<file path="src/rtl/dlsc_dcm_prog_rx_pkg.sv">
// Shared constants, state encoding and the Go validity rule for the
// DCM_CLKGEN programming-port responder.
package dlsc_dcm_prog_rx_pkg;

    // Frame opcode bits
    localparam logic OP_LOAD    = 1'b1;
    localparam logic SEL_D      = 1'b0;
    localparam logic SEL_M      = 1'b1;
    localparam int   FRAME_BITS = 10;

    // Lock counter width; covers any practical LOCK_CYCLES value
    localparam int   LOCK_CNT_W = 16;

    typedef enum logic [2:0] {
        ST_IDLE     = 3'd0,
        ST_FIRST    = 3'd1,
        ST_SHIFT    = 3'd2,
        ST_DRAIN    = 3'd3,
        ST_LOCKWAIT = 3'd4
    } state_t;

    // A Go is accepted when M >= 2 and M <= md_max * D, all in 16-bit
    // unsigned arithmetic. Inputs are the stored M-1 / D-1 values.
    function automatic logic go_valid(input logic [7:0]  m_minus1,
                                      input logic [7:0]  d_minus1,
                                      input logic [15:0] md_max);
        logic [15:0] m_val;
        logic [15:0] d_val;
        logic [15:0] limit;
        m_val = {8'd0, m_minus1} + 16'd1;
        d_val = {8'd0, d_minus1} + 16'd1;
        limit = md_max * d_val;
        return (m_minus1 != 8'd0) && (m_val <= limit);
    endfunction

endpackage

</file>
<file path="src/rtl/dlsc_dcm_prog_rx_if.sv">
// Serial programming port bundle (PROGEN / PROGDATA / PROGDONE).
// The controller side is the master; the DCM responder is the slave.
interface dlsc_dcm_prog_rx_if;

    logic prog_en;
    logic prog_data;
    logic prog_done;

    modport master (
        output prog_en,
        output prog_data,
        input  prog_done
    );

    modport slave (
        input  prog_en,
        input  prog_data,
        output prog_done
    );

endinterface

</file>
<file path="src/rtl/dlsc_dcm_prog_lockcnt.sv">
// Loadable down-counter with a terminal strobe when the count reaches 1.
// Resets to RESET_VAL so the lock wait starts straight out of reset.
module dlsc_dcm_prog_lockcnt #(
    parameter int WIDTH     = 16,
    parameter int RESET_VAL = 64
) (
    input  logic             clk,
    input  logic             rst,
    input  logic             load,
    input  logic [WIDTH-1:0] load_val,
    input  logic             dec,
    output logic             term
);

    localparam logic [WIDTH-1:0] ONE = {{(WIDTH-1){1'b0}}, 1'b1};

    logic [WIDTH-1:0] count;

    // Count register: load has priority, decrement saturates at zero
    always_ff @(posedge clk or posedge rst) begin
        if (rst) begin
            count <= WIDTH'(RESET_VAL);
        end else if (load) begin
            count <= load_val;
        end else if (dec && (count != '0)) begin
            count <= count - ONE;
        end
    end

    assign term = (count == ONE);

endmodule

</file>
<file path="src/rtl/dlsc_dcm_prog_rx.sv">
// DCM_CLKGEN programming-port responder: deserializes LoadD/LoadM/Go frames,
// keeps pending and active M-1/D-1 values and emulates PROGDONE/LOCKED timing.
//
//  state       | meaning
//  ------------+-----------------------------------------------------------
//  ST_IDLE     | waiting for a frame to start
//  ST_FIRST    | bit0 captured; decide load / Go / framing error
//  ST_SHIFT    | load frame, shifting value bits 2..9
//  ST_DRAIN    | frame body done or broken; wait for prog_en to drop
//  ST_LOCKWAIT | counting down to lock after reset or an accepted Go
module dlsc_dcm_prog_rx
    import dlsc_dcm_prog_rx_pkg::*;
#(
    parameter int CLK_MULTIPLY = 4,
    parameter int CLK_DIVIDE   = 1,
    parameter int MD_MAX       = 4,
    parameter int LOCK_CYCLES  = 64
) (
    input  logic                clk,
    input  logic                rst,
    dlsc_dcm_prog_rx_if.slave   prog,
    input  logic                err_clear,
    output logic                locked,
    output logic [7:0]          mult,
    output logic [7:0]          div,
    output logic                cfg_update,
    output logic [1:0]          err
);

    localparam logic [7:0] MULT_RST = 8'(CLK_MULTIPLY - 1);
    localparam logic [7:0] DIV_RST  = 8'(CLK_DIVIDE - 1);
    localparam logic [3:0] BIT_LAST = 4'(FRAME_BITS - 1);

    state_t     state;
    state_t     state_nx;

    logic       first_bit;
    logic       sel;
    logic [3:0] bit_idx;
    logic [7:0] shreg;
    logic [7:0] shift_val;
    logic [7:0] pend_m;
    logic [7:0] pend_d;

    logic       cap_first;
    logic       cap_sel;
    logic       shift_en;
    logic       wr_pend;
    logic       go_ok;
    logic       go_bad;
    logic       done_set;
    logic       done_clr;
    logic       frm_err;
    logic       lock_set;
    logic       cnt_load;
    logic       cnt_dec;
    logic       cnt_term;

    // Value bits arrive LSB first; bit 9 completes the byte on the same edge
    assign shift_val = {prog.prog_data, shreg[7:1]};

    dlsc_dcm_prog_lockcnt #(
        .WIDTH     (LOCK_CNT_W),
        .RESET_VAL (LOCK_CYCLES)
    ) u_lockcnt (
        .clk      (clk),
        .rst      (rst),
        .load     (cnt_load),
        .load_val (LOCK_CNT_W'(LOCK_CYCLES)),
        .dec      (cnt_dec),
        .term     (cnt_term)
    );

    // State register; reset starts a lock wait as a real DCM would
    always_ff @(posedge clk or posedge rst) begin
        if (rst) begin
            state <= ST_LOCKWAIT;
        end else begin
            state <= state_nx;
        end
    end

    // Next-state decode and per-cycle control strobes
    always_comb begin
        state_nx  = state;
        cap_first = 1'b0;
        cap_sel   = 1'b0;
        shift_en  = 1'b0;
        wr_pend   = 1'b0;
        go_ok     = 1'b0;
        go_bad    = 1'b0;
        done_set  = 1'b0;
        done_clr  = 1'b0;
        frm_err   = 1'b0;
        lock_set  = 1'b0;
        cnt_load  = 1'b0;
        cnt_dec   = 1'b0;
        case (state)
            ST_IDLE: begin
                if (prog.prog_en) begin
                    cap_first = 1'b1;
                    done_clr  = 1'b1;
                    state_nx  = ST_FIRST;
                end
            end
            ST_FIRST: begin
                if (prog.prog_en) begin
                    if (first_bit == OP_LOAD) begin
                        cap_sel  = 1'b1;
                        state_nx = ST_SHIFT;
                    end else begin
                        // a Go must be exactly one cycle long
                        frm_err  = 1'b1;
                        state_nx = ST_DRAIN;
                    end
                end else if (first_bit == OP_LOAD) begin
                    frm_err  = 1'b1;
                    done_set = 1'b1;
                    state_nx = ST_IDLE;
                end else if (go_valid(pend_m, pend_d, 16'(MD_MAX))) begin
                    go_ok    = 1'b1;
                    cnt_load = 1'b1;
                    state_nx = ST_LOCKWAIT;
                end else begin
                    go_bad   = 1'b1;
                    done_set = 1'b1;
                    state_nx = ST_IDLE;
                end
            end
            ST_SHIFT: begin
                if (prog.prog_en) begin
                    shift_en = 1'b1;
                    if (bit_idx == BIT_LAST) begin
                        wr_pend  = 1'b1;
                        state_nx = ST_DRAIN;
                    end
                end else begin
                    // short frame: discard the partial value
                    frm_err  = 1'b1;
                    done_set = 1'b1;
                    state_nx = ST_IDLE;
                end
            end
            ST_DRAIN: begin
                if (prog.prog_en) begin
                    frm_err = 1'b1;
                end else begin
                    done_set = 1'b1;
                    state_nx = ST_IDLE;
                end
            end
            ST_LOCKWAIT: begin
                cnt_dec = 1'b1;
                if (prog.prog_en) begin
                    frm_err = 1'b1;
                end
                if (cnt_term) begin
                    lock_set = 1'b1;
                    done_set = 1'b1;
                    state_nx = ST_IDLE;
                end
            end
            default: begin
                state_nx = ST_IDLE;
            end
        endcase
    end

    // Frame deserializer: opcode bits, bit index and value shift register
    always_ff @(posedge clk or posedge rst) begin
        if (rst) begin
            first_bit <= 1'b0;
            sel       <= SEL_D;
            bit_idx   <= 4'd0;
            shreg     <= 8'd0;
        end else begin
            if (cap_first) begin
                first_bit <= prog.prog_data;
            end
            if (cap_sel) begin
                sel     <= prog.prog_data;
                bit_idx <= 4'd2;
            end
            if (shift_en) begin
                shreg   <= shift_val;
                bit_idx <= bit_idx + 4'd1;
            end
        end
    end

    // Pending values written by complete load frames
    always_ff @(posedge clk or posedge rst) begin
        if (rst) begin
            pend_m <= MULT_RST;
            pend_d <= DIV_RST;
        end else if (wr_pend) begin
            if (sel == SEL_M) begin
                pend_m <= shift_val;
            end else begin
                pend_d <= shift_val;
            end
        end
    end

    // Active configuration and its one-cycle change strobe
    always_ff @(posedge clk or posedge rst) begin
        if (rst) begin
            mult       <= MULT_RST;
            div        <= DIV_RST;
            cfg_update <= 1'b0;
        end else begin
            cfg_update <= go_ok;
            if (go_ok) begin
                mult <= pend_m;
                div  <= pend_d;
            end
        end
    end

    // PROGDONE and LOCKED emulation
    always_ff @(posedge clk or posedge rst) begin
        if (rst) begin
            prog.prog_done <= 1'b0;
            locked         <= 1'b0;
        end else begin
            if (done_set) begin
                prog.prog_done <= 1'b1;
            end else if (done_clr) begin
                prog.prog_done <= 1'b0;
            end
            if (lock_set) begin
                locked <= 1'b1;
            end else if (go_ok) begin
                locked <= 1'b0;
            end
        end
    end

    // Sticky error bits; a new error in the clear cycle keeps its bit set
    always_ff @(posedge clk or posedge rst) begin
        if (rst) begin
            err <= 2'b00;
        end else begin
            err <= (err & ~{2{err_clear}}) | {go_bad, frm_err};
        end
    end

endmodule

</file>
<file path="src/flat_wrapper.sv">
// flat-port wrapper written by rule: the top's interface ports become plain ports
module dlsc_dcm_prog_rx_flat import dlsc_dcm_prog_rx_pkg::*;
#(
    parameter int CLK_MULTIPLY = 4,
    parameter int CLK_DIVIDE   = 1,
    parameter int MD_MAX       = 4,
    parameter int LOCK_CYCLES  = 64
)
  (clk, rst, err_clear, locked, mult, div, cfg_update, err, prog_prog_en, prog_prog_data, prog_prog_done);
  dlsc_dcm_prog_rx_if prog_i ();
  input  logic clk;
  input  logic rst;
  input  logic err_clear;
  output logic locked;
  output logic [7:0] mult;
  output logic [7:0] div;
  output logic cfg_update;
  output logic [1:0] err;
  input wire logic [$bits(prog_i.prog_en)-1:0] prog_prog_en;
  input wire logic [$bits(prog_i.prog_data)-1:0] prog_prog_data;
  output wire logic [$bits(prog_i.prog_done)-1:0] prog_prog_done;
  assign prog_i.prog_en = prog_prog_en;
  assign prog_i.prog_data = prog_prog_data;
  assign prog_prog_done = prog_i.prog_done;
  dlsc_dcm_prog_rx #(.CLK_MULTIPLY(CLK_MULTIPLY), .CLK_DIVIDE(CLK_DIVIDE), .MD_MAX(MD_MAX), .LOCK_CYCLES(LOCK_CYCLES)) u_core (.clk(clk), .rst(rst), .prog(prog_i), .err_clear(err_clear), .locked(locked), .mult(mult), .div(div), .cfg_update(cfg_update), .err(err));
endmodule
</file>
<file path="config.mk">
export PLATFORM = sky130hd
export DESIGN_NAME = dlsc_dcm_prog_rx_flat
export DESIGN_NICKNAME = d
export VERILOG_FILES = /design/src/rtl/dlsc_dcm_prog_rx_pkg.sv /design/src/rtl/dlsc_dcm_prog_rx_if.sv /design/src/rtl/dlsc_dcm_prog_lockcnt.sv /design/src/rtl/dlsc_dcm_prog_rx.sv /design/src/flat_wrapper.sv
export SDC_FILE = /design/constraint.sdc
export NUM_CORES = 1
export LEC_CHECK = 0
export BUFFER_PORTS_ARGS = -buffer_cell sky130_fd_sc_hd__buf_2
export CAP_MARGIN = 20
export CORE_MARGIN = 2
export CORE_UTILIZATION = 55
export DETAILED_ROUTE_END_ITERATION = 6
export PLACE_DENSITY = 0.74
export SLEW_MARGIN = 20
export SYNTH_ARGS = -nofsm -noshare
export SYNTH_HDL_FRONTEND = slang
export SYNTH_SLANG_ARGS = --single-unit
</file>
<file path="constraint.sdc">
create_clock -name clk -period 4.1 [get_ports clk]
set_input_delay 1.23 -clock clk [delete_from_list [all_inputs] [get_ports clk]]
set_output_delay 1.23 -clock clk [all_outputs]
set_load 0.05 [all_outputs]
</file>
==> impl_results.md <==
- Setup TNS: 0 ns
- Hold bufs inserted after CTS: 0
- Antenna-violating nets left: 0
- WP data required: 4.35 ns
- EDFF count, synth: 0
- Max H-tree Level: 3
- Clk_lat worst skew: 0.36 ns
- WL final: 8175 um
- Hold/Removal Path Class: flop to flop
- DP Worst Slack: 0.7615 ns
- Most common cell on crit path: nand3_1
- Outcome: finished clean
- RSZ-0062 raised after global routing: false
- GRT Residual Overflow: 0
- Vias/cell: 5.998
- IO buf count: 25
- Pleak: 1.638 nW
- Pwr dens: 643.7 nW/um^2
- Post-Place Cell Area: 4048 um^2
- Max-cap violations: 0
- Largest net degree at the start of global routing: 52
- Crit end category: flop
- Share of post-route cells with drive strength above 1: 23.27%
- Num rows: 30
- Synth warn: 0
- CP Class: flop to flop
- Worst vdd ir: around 0.00026 V
- Most used DFF post-synth: dfrtp_1
- Final Critical Period: 3.382 ns
- GRT Total Usage: a little under a quarter
- CP max stage cell: nand3_1
- PnR worst setup slack: around 0.72 ns
- CP Max Fanout: 17
- Clock Skews: 0.009710 ns
- Final Setup Violations: 0
- Worst stage delay on the critical path: between 0.6 and 0.7 ns
- DR pass1 iterations: 5
- Synthesized instance count: roughly 380
- Detailed-placement wirelength estimate: 5783 um
- Max_slew headroom: 46.38%
- Fin area: 4302 um^2
- Routability cong.: between 0.9 and 1
- Flip-flop and latch count after synthesis: 69
- Clk buf depth: 2
- First-pass GRT wire length: 13740 um
- Num Clock Sinks: 69
- Power Total: approximately 2.8 mW
- Root Driver: clkbuf_8
- Drt wl/cell: between 15 and 20 um
- Die Span Y: 87.61 um
- Initial Utilization: between 50% and 60%
- Synth cell types: between 50 and 60
- TritonCTS clock tree: yes
- CTS buffer count: 9
- Die footprint: 7676 um^2
- Setup crit start kind: flop
- Largest cells by area after synthesis: dfrtp_1, mux2_2, ha_1
- Vias: 2999
- Final Hold Vio Count: 0
- Mapped Area: 3845 um^2
- Share of the synthesized area in the top cell type: 41.00%
- Sequential share of the synthesized area: 45.10%
- DRC: 0
- Diode count: 0
- Clock-pin slew on the worst setup and hold paths: 0.08 ns
- Fmax: 295.7 MHz
- Dominant cell type by area after synthesis: dfrtp_1
- Postcts setup bufs: 0
- Final worst-path cycle share: 82.49%
- # resized after CTS: 0
- Slew Viols, Final: 0
- Chip width: 87.61 um
- Data arrival, critical path: 3.63 ns
- Least-Margin Pin Slew: 0.7969 ns
- Drt initial violations: 175
- # nets final: 418
- Syn Area/Cell: approximately 10 um^2
- Initial antenna violation count: 0
- Final core utilization: 63.31%
- I/O pins: 26
- Layout area overhead: 11.88%
- Number of global-route vias before repair: 2798
- Ys async rst share: 100.0%
- Core ar.: slightly below 7000 um^2
- Worst-path cell chain: and3_1 > nand2_1 > nor2_1 > nand3_1 > xnor2_1 > ha_1 > nand3_1 > or3_1 > nand3_1 > a221oi_1
- Post-Syn Nets: a little under 400
## final timing paths
kind / from / endpoint / slack [ns] / cells past startpoint
worst max register to register: u_core.pend_m[0] / u_core.u_lockcnt.count[1] / 0.72 / 10
worst min register to register: u_core.bit_idx[0] / u_core.bit_idx[0] / 0.54 / 1
worst min-delay path: u_core.bit_idx[0] / u_core.bit_idx[0] / 0.54 / 1
max in group asynchronous: rst / u_core.first_bit / 2.27 / 3
min in group asynchronous: rst / u_core.u_lockcnt.count[1] / 0.85 / 2
worst max-delay path: u_core.pend_m[0] / u_core.u_lockcnt.count[1] / 0.72 / 10
## worst max-delay path: cells and delay by family, from the launching register on
family,cells,cell delay (ns)
AND/OR/NAND/NOR,7,1.76
XOR/XNOR,1,0.16
flip-flops,1,0.56
AO/OA/AOI/OAI,1,0.47
adder cells (fa/ha/maj),1,0.33
## power breakdown
group	switching, mW	total (mW)	leakage (nW)	internal, mW
Sequential	0.221	1.12	0.773	0.894
Clock	0.281	0.708	0.128	0.427
Combinational	0.624	0.946	0.737	0.322
## cells in the mapped netlist, drive strengths merged, types with 7 or more instances
| master | n |
|---|---|
| dfrtp | 63 |
| a21oi | 27 |
| mux2 | 26 |
| o21ai | 23 |
| inv | 21 |
| nor2 | 21 |
| nand3 | 19 |
| xnor2 | 19 |
| nand2 | 17 |
| clkbuf | 14 |
| ha | 14 |
| nand4 | 12 |
| nor4 | 8 |
| o311ai | 8 |
| buf | 7 |
| o221ai | 7 |
## logic make-up (layout without fill, tap and decap cells)
logic type | Yosys count | count (layout) | share of synthesized area, %
multiplexers | 30 | 30 | 8.656
XOR/XNOR | 23 | 23 | 5.239
flip-flops | 69 | 69 | 45.10
buffers and inverters | 42 | 70 | 4.719
adder cells (fa/ha/maj) | 14 | 14 | 4.556
AO/OA/AOI/OAI | 82 | 82 | 14.29
AND/OR/NAND/NOR | 116 | 116 | 17.44
## sequential cells by signal (all words and copies together), names as in the netlist
signal                  flops
u_core.bit_idx              4
u_core.cfg_update           1
u_core.div                  8
u_core.err                  2
u_core.first_bit            1
u_core.locked               1
u_core.mult                 8
u_core.pend_d               8
u_core.pend_m               8
u_core.prog.prog_done       1
u_core.sel                  1
u_core.shreg                7
u_core.state                3
u_core.u_lockcnt.count     16
## through the flow
stage	cells	hold slack, ns
6_report	500	0.5355
4_1_cts	500	0.5419
5_1_grt	500	0.5630
3_5_place_dp	484	0.5257
2_1_floorplan	376	0.4919
3_3_place_gp	484	0.5113
## routing by layer
layer / vias to the layer above / GRT usage [%] / routed length [um]
met5: - / 0 / 0
met4: 0 / 9.510 / 136
met3: 18 / 3.582 / 426
met2: 79 / 33.61 / 3719
met1: 1470 / 34.26 / 3893
li1: 1432 / - / -
## cell type report
class	instances	area, um^2
clock buffer	10	137.6
fill	540	2492
sequential	69	1734
multi-input combinational	265	1929
clock inverter	6	116.4
inverter	21	78.83
timing repair buffer	33	185.2
tap	96	120.1
## placed cells by master (no fill, tap or decap), types with 7 or more instances in the layout
cell | netlist | routed
nand3_1 | 19 | 19
o221ai_1 | 7 | 7
ha_1 | 14 | 14
o311ai_0 | 8 | 8
nand4_1 | 12 | 12
a21oi_1 | 23 | 23
nand2_1 | 17 | 17
o21ai_0 | 22 | 22
buf_2 | 4 | 25
inv_1 | 21 | 20
xnor2_1 | 19 | 19
dfrtp_1 | 63 | 63
buf_4 | 1 | 8
nor2_1 | 21 | 21
clkbuf_8 | 0 | 10
mux2_2 | 26 | 26
Power figures use the tool's default switching activity.
